**src/rtl/relu_seq_ctrl_pkg.sv**
```systemverilog
// Shared constants for the ReLU sequencing controller.
// Holds the FSM state encodings and the output FIFO depth.
package relu_seq_ctrl_pkg;

  // state    | meaning
  // ST_IDLE  | waiting for start, no job active
  // ST_RUN   | issuing feature-memory reads
  // ST_DRAIN | all reads issued, emptying the FIFO
  // ST_DONE  | one-cycle completion pulse
  localparam logic [1:0] ST_IDLE  = 2'd0;
  localparam logic [1:0] ST_RUN   = 2'd1;
  localparam logic [1:0] ST_DRAIN = 2'd2;
  localparam logic [1:0] ST_DONE  = 2'd3;

  localparam int FIFO_DEPTH = 2;

endpackage

```
**src/rtl/relu_seq_ctrl_relu.sv**
```systemverilog
// ReLU activation cell: clamps a signed element to a floor value.
// Ports:
//   data_i - signed input element
//   data_o - data_i if above THRESHOLD, otherwise THRESHOLD
module relu_seq_ctrl_relu #(
  parameter int BITWIDTH  = 8,
  parameter int THRESHOLD = 0
) (
  input  logic signed [BITWIDTH-1:0] data_i,
  output logic signed [BITWIDTH-1:0] data_o
);

  localparam logic signed [BITWIDTH-1:0] THR = BITWIDTH'(THRESHOLD);

  assign data_o = (data_i > THR) ? data_i : THR;

endmodule

```
**src/rtl/relu_seq_ctrl.sv**
```systemverilog
// ReLU sequencing controller: reads len elements starting at base_addr from a
// feature memory (one-cycle read latency), passes them through the ReLU cell
// and streams them out over a valid/ready interface via a 2-entry FIFO.
// Ports:
//   clk, rst            - clock, asynchronous active-high reset
//   start, base_addr,   - job request (accepted only in IDLE)
//   len
//   rd_en, rd_addr,     - feature-memory read port
//   rd_data
//   out_valid,          - activated output stream
//   out_ready, out_data
//   busy, done          - status: busy outside IDLE, done pulses on completion
module relu_seq_ctrl #(
  parameter int BITWIDTH  = 8,
  parameter int THRESHOLD = 0,
  parameter int ADDR_W    = 10
) (
  input  logic                       clk,
  input  logic                       rst,
  input  logic                       start,
  input  logic [ADDR_W-1:0]          base_addr,
  input  logic [ADDR_W-1:0]          len,
  output logic                       rd_en,
  output logic [ADDR_W-1:0]          rd_addr,
  input  logic signed [BITWIDTH-1:0] rd_data,
  output logic                       out_valid,
  input  logic                       out_ready,
  output logic signed [BITWIDTH-1:0] out_data,
  output logic                       busy,
  output logic                       done
);
  import relu_seq_ctrl_pkg::*;

  logic [1:0]                 state_q, state_d;
  logic [ADDR_W-1:0]          base_q, base_d;
  logic [ADDR_W-1:0]          len_q, len_d;
  logic [ADDR_W-1:0]          issued_q, issued_d;
  logic                       inflight_q;
  logic [1:0]                 cnt_q, cnt_d;
  logic signed [BITWIDTH-1:0] mem0_q, mem0_d;
  logic signed [BITWIDTH-1:0] mem1_q, mem1_d;
  logic signed [BITWIDTH-1:0] act;
  logic                       pop;
  logic [2:0]                 occ_ahead;

  relu_seq_ctrl_relu #(
    .BITWIDTH (BITWIDTH),
    .THRESHOLD(THRESHOLD)
  ) u_relu (
    .data_i(rd_data),
    .data_o(act)
  );

  assign out_valid = (cnt_q != 2'd0);
  assign out_data  = mem0_q;
  assign pop       = out_valid & out_ready;

  // FIFO occupancy after this cycle's pop, counting the read whose data lands
  // next edge; a new read is only issued if its data is guaranteed a slot.
  assign occ_ahead = {1'b0, cnt_q} + {2'b00, inflight_q} - {2'b00, pop};
  assign rd_en     = (state_q == ST_RUN) && (occ_ahead < 3'(FIFO_DEPTH));
  assign rd_addr   = base_q + issued_q;
  assign busy      = (state_q != ST_IDLE);
  assign done      = (state_q == ST_DONE);

  always_comb begin
    state_d  = state_q;
    base_d   = base_q;
    len_d    = len_q;
    issued_d = issued_q;
    case (state_q)
      ST_IDLE: begin
        if (start) begin
          base_d   = base_addr;
          len_d    = len;
          issued_d = '0;
          state_d  = (len == '0) ? ST_DONE : ST_RUN;
        end
      end
      ST_RUN: begin
        if (rd_en) begin
          issued_d = issued_q + ADDR_W'(1);
          if (issued_q + ADDR_W'(1) == len_q) state_d = ST_DRAIN;
        end
      end
      ST_DRAIN: begin
        // Nothing in flight and the last stored element leaves this cycle.
        if (!inflight_q && occ_ahead == 3'd0) state_d = ST_DONE;
      end
      ST_DONE: state_d = ST_IDLE;
      default: state_d = ST_IDLE;
    endcase
  end

  // Entry 0 is the head and drives out_data directly; entry 1 only holds
  // the second element while the head is stalled.
  always_comb begin
    cnt_d  = cnt_q;
    mem0_d = mem0_q;
    mem1_d = mem1_q;
    case (cnt_q)
      2'd0: begin
        if (inflight_q) begin
          mem0_d = act;
          cnt_d  = 2'd1;
        end
      end
      2'd1: begin
        if (inflight_q && pop) begin
          mem0_d = act;
        end else if (inflight_q) begin
          mem1_d = act;
          cnt_d  = 2'd2;
        end else if (pop) begin
          cnt_d = 2'd0;
        end
      end
      2'd2: begin
        if (pop) begin
          mem0_d = mem1_q;
          if (inflight_q) mem1_d = act;
          else            cnt_d  = 2'd1;
        end
      end
      default: cnt_d = 2'd0;
    endcase
  end

  always_ff @(posedge clk or posedge rst) begin
    if (rst) begin
      state_q    <= ST_IDLE;
      base_q     <= '0;
      len_q      <= '0;
      issued_q   <= '0;
      inflight_q <= 1'b0;
      cnt_q      <= 2'd0;
      mem0_q     <= '0;
      mem1_q     <= '0;
    end else begin
      state_q    <= state_d;
      base_q     <= base_d;
      len_q      <= len_d;
      issued_q   <= issued_d;
      inflight_q <= rd_en;
      cnt_q      <= cnt_d;
      mem0_q     <= mem0_d;
      mem1_q     <= mem1_d;
    end
  end

endmodule

```
**config.mk**
```make
export PLATFORM = sky130hd
export DESIGN_NAME = relu_seq_ctrl
export DESIGN_NICKNAME = d
export VERILOG_FILES = /design/src/rtl/relu_seq_ctrl_pkg.sv /design/src/rtl/relu_seq_ctrl_relu.sv /design/src/rtl/relu_seq_ctrl.sv
export SDC_FILE = /design/constraint.sdc
export NUM_CORES = 1
export LEC_CHECK = 0
export CAP_MARGIN = 15
export CORE_MARGIN = 5
export CORE_UTILIZATION = 48
export CTS_CLUSTER_DIAMETER = 120
export DETAILED_ROUTE_END_ITERATION = 8
export PLACE_DENSITY = 0.82
export REMOVE_ABC_BUFFERS = 1
export SLEW_MARGIN = 10
export SYNTH_ARGS = -nofsm -noshare
export SYNTH_HDL_FRONTEND = slang
export SYNTH_SLANG_ARGS = --single-unit
```
**constraint.sdc**
```tcl
create_clock -name clk -period 2.65 [get_ports clk]
set_clock_uncertainty 0.05 [all_clocks]
set_input_delay 0.265 -clock clk [delete_from_list [all_inputs] [get_ports clk]]
set_output_delay 0.265 -clock clk [all_outputs]
set_load 0.01 [all_outputs]
```
==> results of run 1 <==
[area by class of cell]
type,count,area (µm²)
Sequential cell,51,1276
Multi-Input combinational cell,229,1653
Inverter,13,48.80
Fill cell,478,2096
Tap cell,75,93.84
Timing Repair Buffer,79,729.5
Clock inverter,3,25.02
Clock buffer,5,68.82
[worst reg2reg max path: stages, from the launching register on]
cell and delay, ns:
dfrtp_1 0.40, nor2b_2 0.15, nand2_1 0.09, nand2_1 0.07
ha_1 0.14, inv_1 0.05, fa_1 0.40, xnor2_2 0.17
and3_4 0.23, o21ai_1 0.07, buf_4 0.18, o21ai_0 0.19
o31ai_1 0.09
[flip-flops by register name (all words and copies together) (netlist names)]
name / flops
state_q: 2
base_q: 10
out_data: 8
len_q: 10
mem1_q: 8
issued_q: 10
cnt_q: 2
inflight_q: 1
[routing by layer]
| metal | routed length [µm] | GRT usage |
|---|---|---|
| met5 | 0 | 0 |
| met4 | 110 | 0.05632 |
| met3 | 355 | 0.03818 |
| met2 | 3493 | 0.3219 |
| met1 | 2810 | 0.2188 |
[cell usage after synthesis (3+ instances only)]
master	instances
nor2_1	21
xnor2_1	15
and3_1	7
dfrtp_1	51
nor4_1	3
clkbuf_1	10
nor2b_1	5
o21ai_0	22
buf_2	5
o31ai_1	5
a21o_1	3
inv_1	13
xor2_1	6
nand3_1	6
nand2_1	22
ha_1	16
o21ai_1	5
a21oi_1	26
mux2_2	20
nand2b_1	10
[repair_timing]
item                                    CTS  global route
pin swaps                                 4             2
setup buffers                             1             0
hold buffers                              0             0
cloned                                    0             0
endpoints found under the setup margin    7             8
resized for setup                        27            11
[metrics by stage]
stage               setup slack, ns  utilization  cell area [µm²]   TNS, ns
floorplan                   -0.4956            -             2922    -4.485
global placement            -0.2171       0.6274             3759   -0.5755
detailed placement          -0.2100       0.6274             3759   -0.8692
CTS                        -0.02985       0.6439             3857  -0.04543
global route               -0.09805       0.6502             3895   -0.3301
finish                      0.03703       0.6502             3895         0
[power by group]
part	internal, mW	switching, mW
registers	1.10	0.215
clock network	0.193	0.283
logic	1.26	1.14
total	2.56	1.64
[logic make-up after synthesis]
kind of cell	count (synthesis)	synth area share
xor gates and xnor gates	21	0.06164
muxes	22	0.08218
adders and majority gates	18	0.08050
AOI/OAI and AO/OA	82	0.1677
DFF	51	0.4277
and+or+nand+nor	86	0.1430
buffers and inverters	28	0.03732
[final timing paths]
kind                                     to  slack (ns)
worst max register to register  issued_q[7]        0.25
worst max-delay path             rd_addr[7]        0.04
max in group asynchronous       issued_q[9]        1.75
worst min register to register    mem1_q[5]        0.45
min in group clk                  mem1_q[5]        0.45
worst min-delay path              base_q[3]        0.26
==> metrics.csv, run 1 <==
stage,metric,value,unit
run_status,status,"finished, final reports clean",
die,top-level port count,54,
timing,Slew HR,0.6454,
job,maxcap violations,0,
setup_path,CP Buf/Inv Count,2,
timing,Period minus WS final,2.613,ns
layout,Final Net Count,429,
logic_synthesis,Synth Register Bits,51,
cts,CTS sink count,51,
timing,Worst Max-Slew Pin Slew,0.5311,ns
cts,clk slew on worst S/H paths,0.10,ns
timing,Slew Limit Fails,0,
logic_synthesis,Synth Warn #,0,
power,leakage power,1.755,nW
logic_synthesis,sequential fraction of the synthesis area,0.4277,
route,DR iter-0 viols,139,
global_route,first-pass GRT wire length,11210,µm
cts,Worst-Skew Late Latency,0.32,ns
placement,DP Wirelength,4991,µm
logic_synthesis,"Avg Cell Area, Syn",9.689,µm²
logic_synthesis,Synth Flop Type,dfrtp_1,
setup_path,CP max stage cell,dfrtp_1,
route,DRT Pass-1 Iters,4,
setup_path,R2R cell count,12,
timing,fin crit share,0.9860,
placement,number of port buffers,53,
logic_synthesis,synth top area cells,"dfrtp_1 (43%), mux2_2 (7.5%), ha_1 (6.7%)",
die,site row count,28,
setup_path,"delay-heaviest family, CP",compound AO/OA/AOI/OAI gates,
route,Antenna Nets Post-Route,0,
layout,Layout area overhead,30.52,%
placement,placed cells,446,
global_route,initial antenna violation count,0,
setup_path,capturing element type of the critical path,primary output,
cts,Root Driver,clkbuf_8,
logic_synthesis,synth unique cells,46,
setup_path,worst r2r src,cnt_q[0],
power,VDD IR max,0.6343,mV
die,Die H,88.85,µm
layout,"commonest non-fill, non-tap cell in the layout",dfrtp_1,
timing,Hold Slack,0.2604,ns
layout,# diodes,0,
setup_path,CP required,2.34,ns
logic_synthesis,Post-synth EDFFs,0,
cts,H-tree depth,2,
timing,Max Freq,382.7,MHz
route,WL/cell,14.88,µm
route,drt drc,0,
global_route,Total GRT Usage,0.1812,
layout,"non-filler cells, final",455,
layout,most frequent cells in the layout,"dfrtp_1 (51), clkdlybuf4s50_1 (45), buf_4 (24)",
cts,CTS max path bufs,2,
route,total wire length,6769,µm
logic_synthesis,"Async S/R FF share, synth",1.000,
die,initial core utilization,0.4981,
timing,RSZ-0062 raised after global routing,yes,
cts,CTS Buf Count,5,
placement,placer congestion estimate,0.8635,
setup_path,crit path kind,reg2out,
setup_path,Worst path depth,9,
timing,"Hold Vio Cnt, Final",0,
timing,# setup viols final,0,
die,Die X,88.85,µm
route,via count,2501,
logic_synthesis,Post-Synthesis Cells,308,
logic_synthesis,Yosys top cell by area,dfrtp_1,
setup_path,crit-path cells,"ha_1, a21o_1, a21oi_2, o21bai_2, a2111oi_2, buf_4, nor2_2, xor2_1, buf_2",
setup_path,CP Launch Type,register,
hold_path,Hold Path Class,in2async,
route,vias per std cell,5.497,
cts,CTS tree,built,
layout,share of layout cells above drive strength 1,0.2079,
die,Die ar.,7893,µm²
logic_synthesis,"Cell Area, Synth",2984,µm²
setup_path,"Largest stage delay, worst path",0.40,ns
power,pwr dens,1078,nW/µm²
setup_path,worst-path maximum fanout,2,
setup_path,CP startpoint,base_q[1],
logic_synthesis,share of the synthesized area in the top cell type,0.4277,
power,Power Total,4.198,mW
die,Core Area,5991,µm²
setup_path,Worst Path Arrival,2.30,ns
global_route,largest net degree at the start of global routing,29,
global_route,number of global-route vias before repair,2495,
global_route,total grt overflow,0,
No activity file was read; power rests on OpenSTA's default activity.
==> inputs of run 2 (changes only) <==
Settings changed: CORE_MARGIN 5 to 3, CTS_CLUSTER_SIZE set to 28.
==> run 2 against run 1 <==
Critical path depth is the same. Sequential power about the same. Sequential cell count unchanged. Global-route usage grew 1.1 points. Cell area is 0.74% higher. Die area shrank 8.8%. Cell count grew 0.66%. Maximum frequency fell by 1.2%. Setup slack got worse by 0.032 ns. Non-clock buffer count grew 3. Largest power group unchanged.
==> metrics.csv, run 2 (synthesis gave the netlist of run 1 again) <==
stage,metric,value,unit
power,Sequential Power Share,0.311,
global_route,largest net degree at the start of global routing,52,
cts,Worst-Skew Late Latency,0.32,ns
power,VDD IR max,0.6361,mV
route,drt drc,0,
placement,placer congestion estimate,0.8289,
setup_path,CP Buf/Inv Count,2,
placement,number of port buffers,53,
route,via count,2515,
placement,Placed Area,3746,µm²
die,Core Area,5956,µm²
cts,Hold Buf Count CTS,0,
timing,# setup viols final,0,
timing,Slew Limit Fails,0,
placement,DP Wirelength,4842,µm
setup_path,crit-path cells,"ha_1, a21o_1, a21oi_2, o21bai_2, a2111oi_2, buf_4, nor2_2, a211oi_2, buf_2",
setup_path,CP required,2.34,ns
timing,"Hold Vio Cnt, Final",0,
route,DR iter-0 viols,195,
power,Sw Pwr,1.674,mW
route,total wire length,6761,µm
power,Power Total,4.276,mW
cts,CTS tree,built,
power,power share of the clock group,0.115,
job,maxcap violations,0,
layout,most frequent cells in the layout,"dfrtp_1 (51), clkdlybuf4s50_1 (46), buf_4 (28)",
route,DRT Pass-1 Iters,5,
global_route,first-pass GRT wire length,11390,µm
global_route,total grt overflow,0,
layout,Layout area overhead,31.49,%
cts,Root Driver,clkbuf_8,
die,Die H,84.85,µm
setup_path,Reg2Reg Setup Slack,0.24,ns
setup_path,worst-path maximum fanout,2,
power,leakage power,1.760,nW
die,Die ar.,7199,µm²
cts,clk slew on worst S/H paths,0.11,ns
setup_path,reg2reg end,issued_q[7],
layout,biggest regs,"base_q: 10 flops, issued_q: 10 flops, len_q: 10 flops",
setup_path,worst r2r src,cnt_q[0],
global_route,number of global-route vias before repair,2527,
power,pwr dens,1090,nW/µm²
global_route,initial antenna violation count,0,
timing,Period minus WS final,2.645,ns
timing,Worst Max-Slew Pin Slew,0.6649,ns
setup_path,CP max stage cell,dfrtp_1,
cts,CTS max path bufs,2,
layout,finished layout cell area,3924,µm²
cts,CTS sink count,51,
timing,Slew HR,0.5567,
run_status,status,"finished, final reports clean",
timing,RSZ-0062 raised after global routing,yes,
setup_path,crit path kind,reg2out,
timing,Max Freq,378.1,MHz
power,combinational share of power,0.574,
layout,Final Net Count,432,
die,Die X,84.85,µm
cts,CTS Buf Count,5,
route,Antenna Nets Post-Route,0,
global_route,Total GRT Usage,0.1927,
route,vias per std cell,5.491,
hold_path,Hold Path Class,in2async,
power,Sw Ratio,0.3915,
setup_path,"Largest stage delay, worst path",0.40,ns
power,Pint,2.602,mW
timing,fin crit share,0.9980,
layout,share of layout cells above drive strength 1,0.2167,
setup_path,CP Launch Type,register,
layout,# diodes,0,
setup_path,"delay-heaviest family, CP",compound AO/OA/AOI/OAI gates,
setup_path,capturing element type of the critical path,primary output,
die,top-level port count,54,
layout,# fillers,498,
setup_path,R2R cell count,12,
die,site row count,28,
timing,setup TNS,0,ns
die,initial core utilization,0.5011,
route,WL/cell,14.76,µm
cts,H-tree depth,2,
setup_path,Worst Path Arrival,2.33,ns
layout,"commonest non-fill, non-tap cell in the layout",dfrtp_1,
layout,final core occ,0.6588,
[run 2: layout make-up]
type                    instances  area (µm²)  share of cell area
well taps                      75       93.84             0.02392
inverters                      13       48.80             0.01244
multi-input cells             229        1670              0.4257
flip-flops and latches         51        1276              0.3253
clock inverters                 3       28.78            0.007334
repair buffers                 82       737.0              0.1878
clock buffers                   5       68.82             0.01754
[run 2: how the worst max path moves through the flow]
stage | start | to | slack [ns] | cells after the start
global placement | base_q[1] | rd_addr[9] | -0.21 | 9
floorplan | cnt_q[1] | issued_q[6] | -0.50 | 12
global route | base_q[1] | rd_addr[9] | -0.15 | 9
finish | base_q[1] | rd_addr[9] | 0.005 | 9
CTS | base_q[1] | rd_addr[9] | -0.06 | 9
detailed placement | base_q[1] | rd_addr[9] | -0.22 | 9
[run 2: timing repair]
item / in CTS / in global routing
endpoints found under the setup margin: 7 / 13
resized for setup: 24 / 16
pin swaps: 6 / 5
buffers inserted: 2 / 2
[run 2: layer usage]
metal  track usage  up-vias  wire length, µm
met5             0        -                0
met4       0.03741        0               76
met3       0.03786        7              284
met2        0.3324       66             3397
met1        0.2545     1205             3003
li1              -     1237                -
[run 2: worst register-to-register path, cell delays in order, from the launching register on]
cell and delay [ns]:
dfrtp_1 0.41, buf_4 0.15, nand2b_1 0.07, nand2_1 0.07
ha_1 0.13, inv_1 0.05, fa_1 0.40, xnor2_2 0.17
and3_4 0.24, o21ai_1 0.08, buf_4 0.18, o21ai_0 0.20
o31ai_1 0.10
[run 2: through the flow]
| step | hold WS, ns | instances | setup slack (ns) |
|---|---|---|---|
| after floorplan | 0.3656 | 293 | -0.4956 |
| after global placement | 0.4123 | 446 | -0.2087 |
| after detailed placement | 0.4269 | 446 | -0.2171 |
| after CTS | 0.3972 | 456 | -0.06420 |
| after global routing | 0.4344 | 458 | -0.1479 |
| final | 0.3726 | 458 | 0.005336 |
[run 2: power groups by stage]
stage / registers, mW / logic (mW) / clock network, mW
6_report: 1.33 / 2.45 / 0.493
5_1_grt: 1.37 / 2.71 / 0.549
4_1_cts: 1.32 / 2.40 / 0.510
3_5_place_dp: 1.33 / 2.37 / 0
3_3_place_gp: 1.32 / 2.29 / 0
2_1_floorplan: 1.34 / 1.33 / 0
